### src/rtl/jtag_master.sv
// jtag_master: host-side JTAG driver.
// Generates TCK/TMS/TDI and samples TDO. Runs one IR or DR scan per command,
// walking the TAP Run-Test/Idle -> Capture -> Shift -> Exit1 -> Update -> Run-Test/Idle.
// Out of reset it first walks the TAP through Test-Logic-Reset into Run-Test/Idle.
module jtag_master #(
    parameter int DIV     = 4,   // CLK cycles per TCK half-period (>= 1)
    parameter int MAX_LEN = 32   // maximum scan length in bits
) (
    input  logic               CLK,
    input  logic               RST,
    input  logic               start,
    input  logic               is_ir,
    input  logic [5:0]         len,
    input  logic [MAX_LEN-1:0] data_in,
    output logic               busy,
    output logic               done,
    output logic               err,
    output logic [MAX_LEN-1:0] data_out,
    output logic               TCK,
    output logic               TMS,
    output logic               TDI,
    input  logic               TDO
);

    localparam int            DW        = (DIV > 1) ? $clog2(DIV) : 1;
    localparam logic [DW-1:0] DIV_LAST  = DW'(DIV - 1);
    localparam logic [6:0]    MAX_LEN_W = 7'(MAX_LEN);
    // Index of the last TCK cycle of the Test-Logic-Reset walk (6 cycles).
    localparam logic [5:0]    TLR_LAST  = 6'd5;

    typedef enum logic [2:0] {
        RESET_SEQ,
        IDLE,
        HDR,
        SHIFT,
        TRAIL,
        FINISH
    } state_t;

    state_t             state_reg, state_next;
    logic [DW-1:0]      div_cnt_reg, div_cnt_next;
    logic               tck_reg, tck_next;
    logic               tms_reg, tms_next;
    logic               tdi_reg, tdi_next;
    logic [5:0]         bit_cnt_reg, bit_cnt_next;
    logic               is_ir_reg, is_ir_next;
    logic [5:0]         len_reg, len_next;
    logic [MAX_LEN-1:0] data_reg, data_next;
    logic [MAX_LEN-1:0] mask_reg, mask_next;
    logic [MAX_LEN-1:0] cap_reg, cap_next;
    logic               err_reg, err_next;

    logic               active;
    logic               phase_end;
    logic               tck_rise;
    logic               tck_fall;
    logic               len_bad;
    logic [5:0]         len_last;
    logic [5:0]         hdr_last;

    // State and datapath registers; reset parks the pins in TLR-walk start condition.
    always_ff @(posedge CLK or posedge RST) begin
        if (RST) begin
            state_reg   <= RESET_SEQ;
            div_cnt_reg <= '0;
            tck_reg     <= 1'b0;
            tms_reg     <= 1'b1;
            tdi_reg     <= 1'b0;
            bit_cnt_reg <= '0;
            is_ir_reg   <= 1'b0;
            len_reg     <= '0;
            data_reg    <= '0;
            mask_reg    <= '0;
            cap_reg     <= '0;
            err_reg     <= 1'b0;
        end else begin
            state_reg   <= state_next;
            div_cnt_reg <= div_cnt_next;
            tck_reg     <= tck_next;
            tms_reg     <= tms_next;
            tdi_reg     <= tdi_next;
            bit_cnt_reg <= bit_cnt_next;
            is_ir_reg   <= is_ir_next;
            len_reg     <= len_next;
            data_reg    <= data_next;
            mask_reg    <= mask_next;
            cap_reg     <= cap_next;
            err_reg     <= err_next;
        end
    end

    // Next-state logic: TCK phase timing, TMS/TDI sequencing and TDO capture.
    always_comb begin
        state_next   = state_reg;
        div_cnt_next = '0;
        tck_next     = tck_reg;
        tms_next     = tms_reg;
        tdi_next     = tdi_reg;
        bit_cnt_next = bit_cnt_reg;
        is_ir_next   = is_ir_reg;
        len_next     = len_reg;
        data_next    = data_reg;
        mask_next    = mask_reg;
        cap_next     = cap_reg;
        err_next     = err_reg;

        active    = (state_reg == RESET_SEQ) || (state_reg == HDR) ||
                    (state_reg == SHIFT)     || (state_reg == TRAIL);
        phase_end = (div_cnt_reg == DIV_LAST);
        // A TCK cycle is DIV CLKs low then DIV CLKs high. The edge that ends the
        // high phase is also the edge that starts the next low phase, so TMS/TDI
        // for the following TCK cycle are loaded on tck_fall.
        tck_rise  = active && phase_end && !tck_reg;
        tck_fall  = active && phase_end && tck_reg;
        len_bad   = (len == 6'd0) || ({1'b0, len} > MAX_LEN_W);
        len_last  = len_reg - 6'd1;
        hdr_last  = is_ir_reg ? 6'd3 : 6'd2;

        if (active) begin
            div_cnt_next = phase_end ? '0 : div_cnt_reg + DW'(1);
        end
        if (tck_rise) begin
            tck_next = 1'b1;
        end
        if (tck_fall) begin
            tck_next = 1'b0;
        end

        // TDO is only meaningful while in Shift-xR; everything else is dropped.
        if (tck_rise && (state_reg == SHIFT)) begin
            cap_next = cap_reg | (TDO ? mask_reg : '0);
        end

        case (state_reg)
            RESET_SEQ: begin
                if (tck_fall) begin
                    if (bit_cnt_reg == TLR_LAST) begin
                        state_next   = IDLE;
                        bit_cnt_next = '0;
                        tms_next     = 1'b0;
                    end else begin
                        bit_cnt_next = bit_cnt_reg + 6'd1;
                        // Five TMS=1 cycles reach TLR, the sixth (TMS=0) enters RTI.
                        tms_next     = ((bit_cnt_reg + 6'd1) != TLR_LAST);
                    end
                end
            end

            IDLE: begin
                tms_next = 1'b0;
                tdi_next = 1'b0;
                if (start) begin
                    if (len_bad) begin
                        // Rejected: no TCK activity and data_out is left alone.
                        state_next = FINISH;
                        err_next   = 1'b1;
                    end else begin
                        state_next   = HDR;
                        is_ir_next   = is_ir;
                        len_next     = len;
                        data_next    = data_in;
                        mask_next    = MAX_LEN'(1);
                        cap_next     = '0;
                        bit_cnt_next = '0;
                        tms_next     = 1'b1;   // RTI -> Select-DR-Scan
                        tdi_next     = 1'b0;
                    end
                end
            end

            HDR: begin
                if (tck_fall) begin
                    if (bit_cnt_reg == hdr_last) begin
                        // Now in Shift-xR: present bit 0; a 1-bit scan exits at once.
                        state_next   = SHIFT;
                        bit_cnt_next = '0;
                        tdi_next     = data_reg[0];
                        tms_next     = (len_reg == 6'd1);
                    end else begin
                        bit_cnt_next = bit_cnt_reg + 6'd1;
                        // IR scans need a second TMS=1 (Select-DR -> Select-IR).
                        tms_next     = is_ir_reg && (bit_cnt_reg == 6'd0);
                    end
                end
            end

            SHIFT: begin
                if (tck_fall) begin
                    if (bit_cnt_reg == len_last) begin
                        state_next   = TRAIL;
                        bit_cnt_next = '0;
                        tms_next     = 1'b1;   // Exit1 -> Update
                        tdi_next     = 1'b0;
                    end else begin
                        bit_cnt_next = bit_cnt_reg + 6'd1;
                        mask_next    = mask_reg << 1;
                        tdi_next     = |(data_reg & (mask_reg << 1));
                        // The final shift cycle carries TMS=1 to leave via Exit1.
                        tms_next     = ((bit_cnt_reg + 6'd1) == len_last);
                    end
                end
            end

            TRAIL: begin
                if (tck_fall) begin
                    tms_next = 1'b0;           // Update -> RTI, then stay in RTI
                    if (bit_cnt_reg == 6'd1) begin
                        state_next   = FINISH;
                        bit_cnt_next = '0;
                    end else begin
                        bit_cnt_next = 6'd1;
                    end
                end
            end

            FINISH: begin
                // One-CLK completion slot; start is ignored here.
                state_next = IDLE;
                err_next   = 1'b0;
            end

            default: begin
                state_next = RESET_SEQ;
            end
        endcase
    end

    // Status outputs decode directly from the state so done/busy switch together.
    always_comb begin
        busy     = (state_reg != IDLE) && (state_reg != FINISH);
        done     = (state_reg == FINISH);
        err      = (state_reg == FINISH) && err_reg;
        data_out = cap_reg;
        TCK      = tck_reg;
        TMS      = tms_reg;
        TDI      = tdi_reg;
    end

endmodule

### config.mk
export PLATFORM = sky130hd
export DESIGN_NAME = jtag_master
export DESIGN_NICKNAME = d
export VERILOG_FILES = /design/src/rtl/jtag_master.sv
export SDC_FILE = /design/constraint.sdc
export NUM_CORES = 1
export LEC_CHECK = 0
export ABC_AREA = 1
export CORE_UTILIZATION = 45
export DETAILED_ROUTE_END_ITERATION = 6
export PLACE_DENSITY = 0.69
export SYNTH_ARGS = -nofsm -noshare
export SYNTH_HDL_FRONTEND = slang
export SYNTH_SLANG_ARGS = --single-unit
### constraint.sdc
create_clock -name CLK -period 4.2 [get_ports CLK]
set_input_delay 0.84 -clock CLK [delete_from_list [all_inputs] [get_ports CLK]]
set_output_delay 0.84 -clock CLK [all_outputs]
set_load 0.02 [all_outputs]
==> out/results.txt, run 1 <==
Synth area leader - dfrtp_1
Final wirelength - 14.9 mm
Commonest cells after routing, fill and taps aside - 316 x nand2_1, 117 x dfrtp_1, 98 x nor2_1, 96 x inv_1, 80 x clkdlybuf4s50_1
Detail Route Antenna Nets - 0
Sequential Power Share - 35.4%
Top Ports - 81
Cells on worst reg2reg path - 13
Largest net degree at the start of global routing - 71
Pwr dens - 584 nW/µm²
Data required time of the critical path - 3.36 ns
Num Clock Sinks - 118
Hold WC Path Type - reg -> reg
Status - complete, no violations
Max VDD drop - 0.000314 V
Register area - 2950 µm²
Max transition margin - 55.2%
GPL Wtd Cong - 0.890
Congestion Overflow GR - 0
Syn_nets - 888
Fill count - 1223
Crit. End Element - output port
Cell count after synthesis - 838
Count of cell types in the netlist - 30
Post-CTS Resized - 0
Syn Std Cell Area - 6070 µm²
CP Buf/Inv Count - 2
Cell-internal power - 2.80 mW
CP max FO - 5
DP HPWL - 10.0 mm
Setup TNS - 0 ns
Final Max Slew Viols - 0
CP Launch Type - flop
Ys flop type - dfrtp_1
Commonest non-fill, non-tap cell in the layout - nand2_1
IO Port Bufs - 80
Initial antenna violation count - 0
Clock Skews - 0.00542 ns
Syn Area/Cell - 7.24 µm²
Switching Share - 36.9%
CP arrival - 1.81 ns
H-Tree Depth - 4
Synth top area share - 48.2%
Number of diodes - 0
Crit-path cells - inv_2, nand2_4, nor3_1, clkdlybuf4s50_1
Placed Area - 7010 µm²
CP max stage cell - clkdlybuf4s50_1
Core Area - 13200 µm²
Die height - 118 µm
R2R setup slack - 1.68 ns
Gr usage total - 23.0%
Finish-stage setup viols - 0
Top cells by area, synth - dfrtp_1 48%, nand2_1 20%, nor2_1 6.1%
Hold Path Cell Cnt - 1
P&R area growth vs syn - 25.1%
Vias in the first global route - 5195
Final nets - 963
Max stage delay on crit path - 0.64 ns
Sequential-to-total area share from yosys stat - 48.7%
RSZ-0062 raised after global routing - false
EDFF count, synth - 0
Post-CTS Hold Fix Bufs - 0
Area of the multi-input gates - 2550 µm²
Share of layout cells above drive strength 1 - 6.05%
Drt via density - 4.97
CP delay by family, top - buffers and inverters
Synth Register Bits - 118
Skew-Pair Late Insertion Delay - 0.42 ns
Clk slew on worst S/H paths - 0.05 ns
Leakage - 3.85 nW
Max Buffers Root-to-Sink - 2
DR pass1 iterations - 5
Finished Cell Area - 7590 µm²
DRC - 0
CTS tree - yes
First-pass GRT wire length - 25.3 mm
Yosys warning total - 0
CTS Buf Count - 17
Combinational power share - 31.9%
Async SR Flop Fraction - 100%
Iter 0 DRT Violations - 346
Initial Utilization - 46.0%
Via Count - 5475
Tcrit/Tclk final - 63.0%
Worst path depth - 4
Clock group share of total power - 32.7%
Slew @ Worst Pin - 0.672 ns
Row Count - 42
Final Hold Viols - 0
Fin crit period - 2.65 ns
Crit Path Category - reg -> out
Die W - 118 µm
Postcts setup bufs - 0
Die ar. - 14000 µm²
# Max-Cap Violations - 0
Routed wire per std cell - 13.5 µm
Max Clock Freq - 378 MHz
Switching Power - 1.64 mW
Clock root buffer - clkbuf_16
## power by group through the flow
| stage | Clock, mW | Combinational [mW] | Sequential, mW |
|---|---|---|---|
| after floorplan | 0 | 1.10 | 1.55 |
| after global placement | 0 | 1.39 | 1.58 |
| after detailed placement | 0 | 1.41 | 1.58 |
| after CTS | 1.47 | 1.42 | 1.57 |
| after global routing | 1.52 | 1.60 | 1.61 |
| final | 1.45 | 1.41 | 1.57 |
## final timing paths
kind | startpoint | endpoint
max | state_reg[1] | err
min in group asynchronous | RST | data_reg[29]
min reg2reg | div_cnt_reg[0] | div_cnt_reg[0]
max in group asynchronous | RST | TMS
min | div_cnt_reg[0] | div_cnt_reg[0]
max reg2reg | len_reg[0] | mask_reg[4]
## worst reg2reg max path, delay by kind of cell (launching register included)
kind	cells	cell delay, ns
simple gates	10	1.38
flops	1	0.37
fa+ha+maj	1	0.39
buf+inv	2	0.25
## layout make-up
type	count	share of cell area [%]
clock buffer	24	6.08
clock inverter	8	1.63
inverter	106	5.27
multi-input combinational	579	33.6
sequential	118	38.9
tap	176	2.90
timing repair buffer	91	11.6
## per-stage QoR
step           utilization [%]  hold slack, ns  cells  setup slack, ns  total power, mW
2_1_floorplan                -           0.415    838            0.233             2.64
3_3_place_gp              53.1           0.427   1070             1.48             2.97
3_5_place_dp              53.1           0.429   1070             1.48             2.99
4_1_cts                   57.6           0.436   1102             1.54             4.45
5_1_grt                   57.6           0.449   1102             1.40             4.73
6_report                  57.6           0.434   1102             1.55             4.44
## kinds of logic (layout without fill, tap and decap cells)
group           count (synthesis)  count (layout)  share of synthesized area (%)
compound gates                 56              56                           4.76
xor+xnor                        4               4                          0.577
fa+ha+maj                       7               7                           1.44
buf+inv                       141             229                           9.40
flops                         118             118                           48.7
simple gates                  512             512                           35.2
## cell usage after synthesis, types with 2 or more instances
master and instances:
inv_2 6, a21oi_1 3, buf_2 12, nand2_1 316
xnor2_1 2, clkbuf_1 16, inv_1 97, nand2_2 2
nor2_2 3, clkinv_1 3, o21ai_0 39, nand4_1 53
nor2_1 98, nand3b_1 2, nor3_1 3, nand3_1 32
ha_1 7, dfrtp_1 117, o21ai_1 11, xor2_1 2
buf_6 3, buf_1 3
## metal layers
metal | GRT usage [%] | part of all wire [%] | up-vias
li1 | - | - | 2767
met1 | 32.3 | 49 | 2550
met2 | 35.3 | 45 | 141
met3 | 4.73 | 4.6 | 17
met4 | 8.41 | 1.5 | 0
met5 | 0 | 0 | -
No activity file was read; power rests on OpenSTA's default activity.
==> run 2, diff against run 1 <==
==> constraint.sdc (replaced) <==
create_clock -name CLK -period 2.2 [get_ports CLK]
set_input_delay 0.44 -clock CLK [delete_from_list [all_inputs] [get_ports CLK]]
set_output_delay 0.44 -clock CLK [all_outputs]
set_load 0.02 [all_outputs]
==> out/results.txt, run 2 (synthesis gave the netlist of run 1 again) <==
CP Launch Type - flop
Core Area - 13200 µm²
P&R area growth vs syn - 28.5%
Clock root buffer - clkbuf_16
Sequential Power Share - 33.7%
IO Port Bufs - 80
Top Ports - 81
Data required time of the critical path - 1.76 ns
CTS tree - yes
DP HPWL - 10.1 mm
Commonest cells after routing, fill and taps aside - 315 x nand2_1, 117 x dfrtp_1, 97 x nor2_1, 96 x inv_1, 78 x clkdlybuf4s50_1
RR Startpoint - len_reg[1]
Worst path depth - 3
Number of diodes - 0
Max VDD drop - 0.000609 V
Row Count - 42
GPL Wtd Cong - 0.884
Hold WC Path Type - reg -> reg
Detail Route Antenna Nets - 0
Congestion Overflow GR - 0
Crit path launch - state_reg[1]
# Max-Cap Violations - 0
Share of layout cells above drive strength 1 - 7.91%
Max Clock Freq - 486 MHz
Cells on worst reg2reg path - 14
Via Count - 5511
RSZ-0062 raised after global routing - false
Fill count - 1188
CP delay by family, top - buffers and inverters
Tcrit/Tclk final - 93.6%
Post-CTS Hold Fix Bufs - 0
Combinational power share - 33.2%
CP max stage cell - clkdlybuf4s50_1
Final nets - 972
Vias in the first global route - 5177
CP Buf/Inv Count - 2
Leakage - 3.95 nW
Die height - 118 µm
Postcts setup bufs - 0
Crit-path cells - inv_2, nand2_4, clkdlybuf4s50_1
DR pass1 iterations - 6
Final Hold Viols - 0
Status - complete, no violations
Fin crit period - 2.06 ns
Switching Share - 36.3%
Commonest non-fill, non-tap cell in the layout - nand2_1
Iter 0 DRT Violations - 394
Gr usage total - 23.0%
Skew-Pair Late Insertion Delay - 0.42 ns
CTS Buf Count - 17
Slew @ Worst Pin - 0.593 ns
Final Max Slew Viols - 0
Switching Power - 3.24 mW
Clock group share of total power - 33.1%
Max transition margin - 60.5%
Largest net degree at the start of global routing - 102
Reg2reg end - mask_reg[16]
H-Tree Depth - 4
Die ar. - 14000 µm²
Initial antenna violation count - 0
Setup TNS - 0 ns
DRC - 0
Die W - 118 µm
Pwr dens - 1140 nW/µm²
Drt via density - 4.96
Max Buffers Root-to-Sink - 2
First-pass GRT wire length - 25.3 mm
Crit. End Element - output port
Routed wire per std cell - 13.7 µm
Crit Path Category - reg -> out
Final wirelength - 15.2 mm
R2R setup slack - 0.22 ns
CP arrival - 1.62 ns
Max stage delay on crit path - 0.60 ns
Cell-internal power - 5.68 mW
Initial Utilization - 46.0%
Hold slack - 0.435 ns
CP max FO - 5
End of the critical path - busy
Clk slew on worst S/H paths - 0.06 ns
Finish-stage setup viols - 0
Num Clock Sinks - 118
Clock Skews - 0.00907 ns
==> run 2: cell count changes in the layout (fill, tap and decap cells not counted), sizes merged <==
| cell | delta |
|---|---|
| clkbuf | -4 |
| clkdlybuf4s50 | -2 |
| clkinvlp | +2 |
| inv | +1 |
| buf | +9 |
| bufinv | +1 |
| dlygate4sd2 | +2 |
==> run 2: layer usage <==
layer	vias to the layer above	wire length, µm	GRT usage, %
met4	0	153	7.37
met5	-	0	0
met3	16	750	4.92
met2	155	7050	35.7
li1	2787	-	-
met1	2553	7240	32.1
==> run 2: layout make-up <==
class	count	area, µm²	area share (%)
Clock buffer	20	457	5.86
Timing Repair Buffer	100	1020	13.1
Tap cell	176	220	2.82
Clock inverter	12	175	2.25
Multi-Input combinational cell	579	2570	32.9
Inverter	106	402	5.15
Sequential cell	118	2950	37.9
==> run 2: power groups by stage <==
| stage | combinational [mW] | sequential (mW) | clock [mW] |
|---|---|---|---|
| after detailed placement | 2.91 | 3.02 | 0 |
| after floorplan | 2.10 | 2.95 | 0 |
| after global placement | 2.86 | 3.01 | 0 |
| after CTS | 2.91 | 2.99 | 2.99 |
| after global routing | 3.32 | 3.05 | 3.10 |
| final | 2.96 | 3.00 | 2.95 |
==> run 2: timing repair <==
| action | 4_1_cts | 5_1_grt |
|---|---|---|
| pin swaps | 0 | 2 |
| gates resized for setup | 2 | 4 |
| setup endpoints to repair | 2 | 39 |
==> run 2: worst min path at each step <==
stage / depth (start not counted) / end / start
5_1_grt: 1 / div_cnt_reg[0] / div_cnt_reg[0]
6_report: 1 / div_cnt_reg[0] / div_cnt_reg[0]
2_1_floorplan: 1 / div_cnt_reg[0] / div_cnt_reg[0]
3_5_place_dp: 1 / div_cnt_reg[0] / div_cnt_reg[0]
4_1_cts: 1 / div_cnt_reg[0] / div_cnt_reg[0]
3_3_place_gp: 1 / div_cnt_reg[0] / div_cnt_reg[0]
==> run 2: stage by stage <==
| stage | setup slack, ns | total power [mW] | std cells | area [µm²] | utilization (%) |
|---|---|---|---|---|---|
| after floorplan | 0.262 | 5.05 | 838 | 6070 | - |
| after global placement | 0.123 | 5.87 | 1079 | 7150 | 54.2 |
| after detailed placement | 0.0569 | 5.93 | 1079 | 7150 | 54.2 |
| after CTS | 0.0816 | 8.90 | 1111 | 7780 | 59.0 |
| after global routing | 0.0210 | 9.47 | 1111 | 7800 | 59.1 |
| final | 0.141 | 8.91 | 1111 | 7800 | 59.1 |
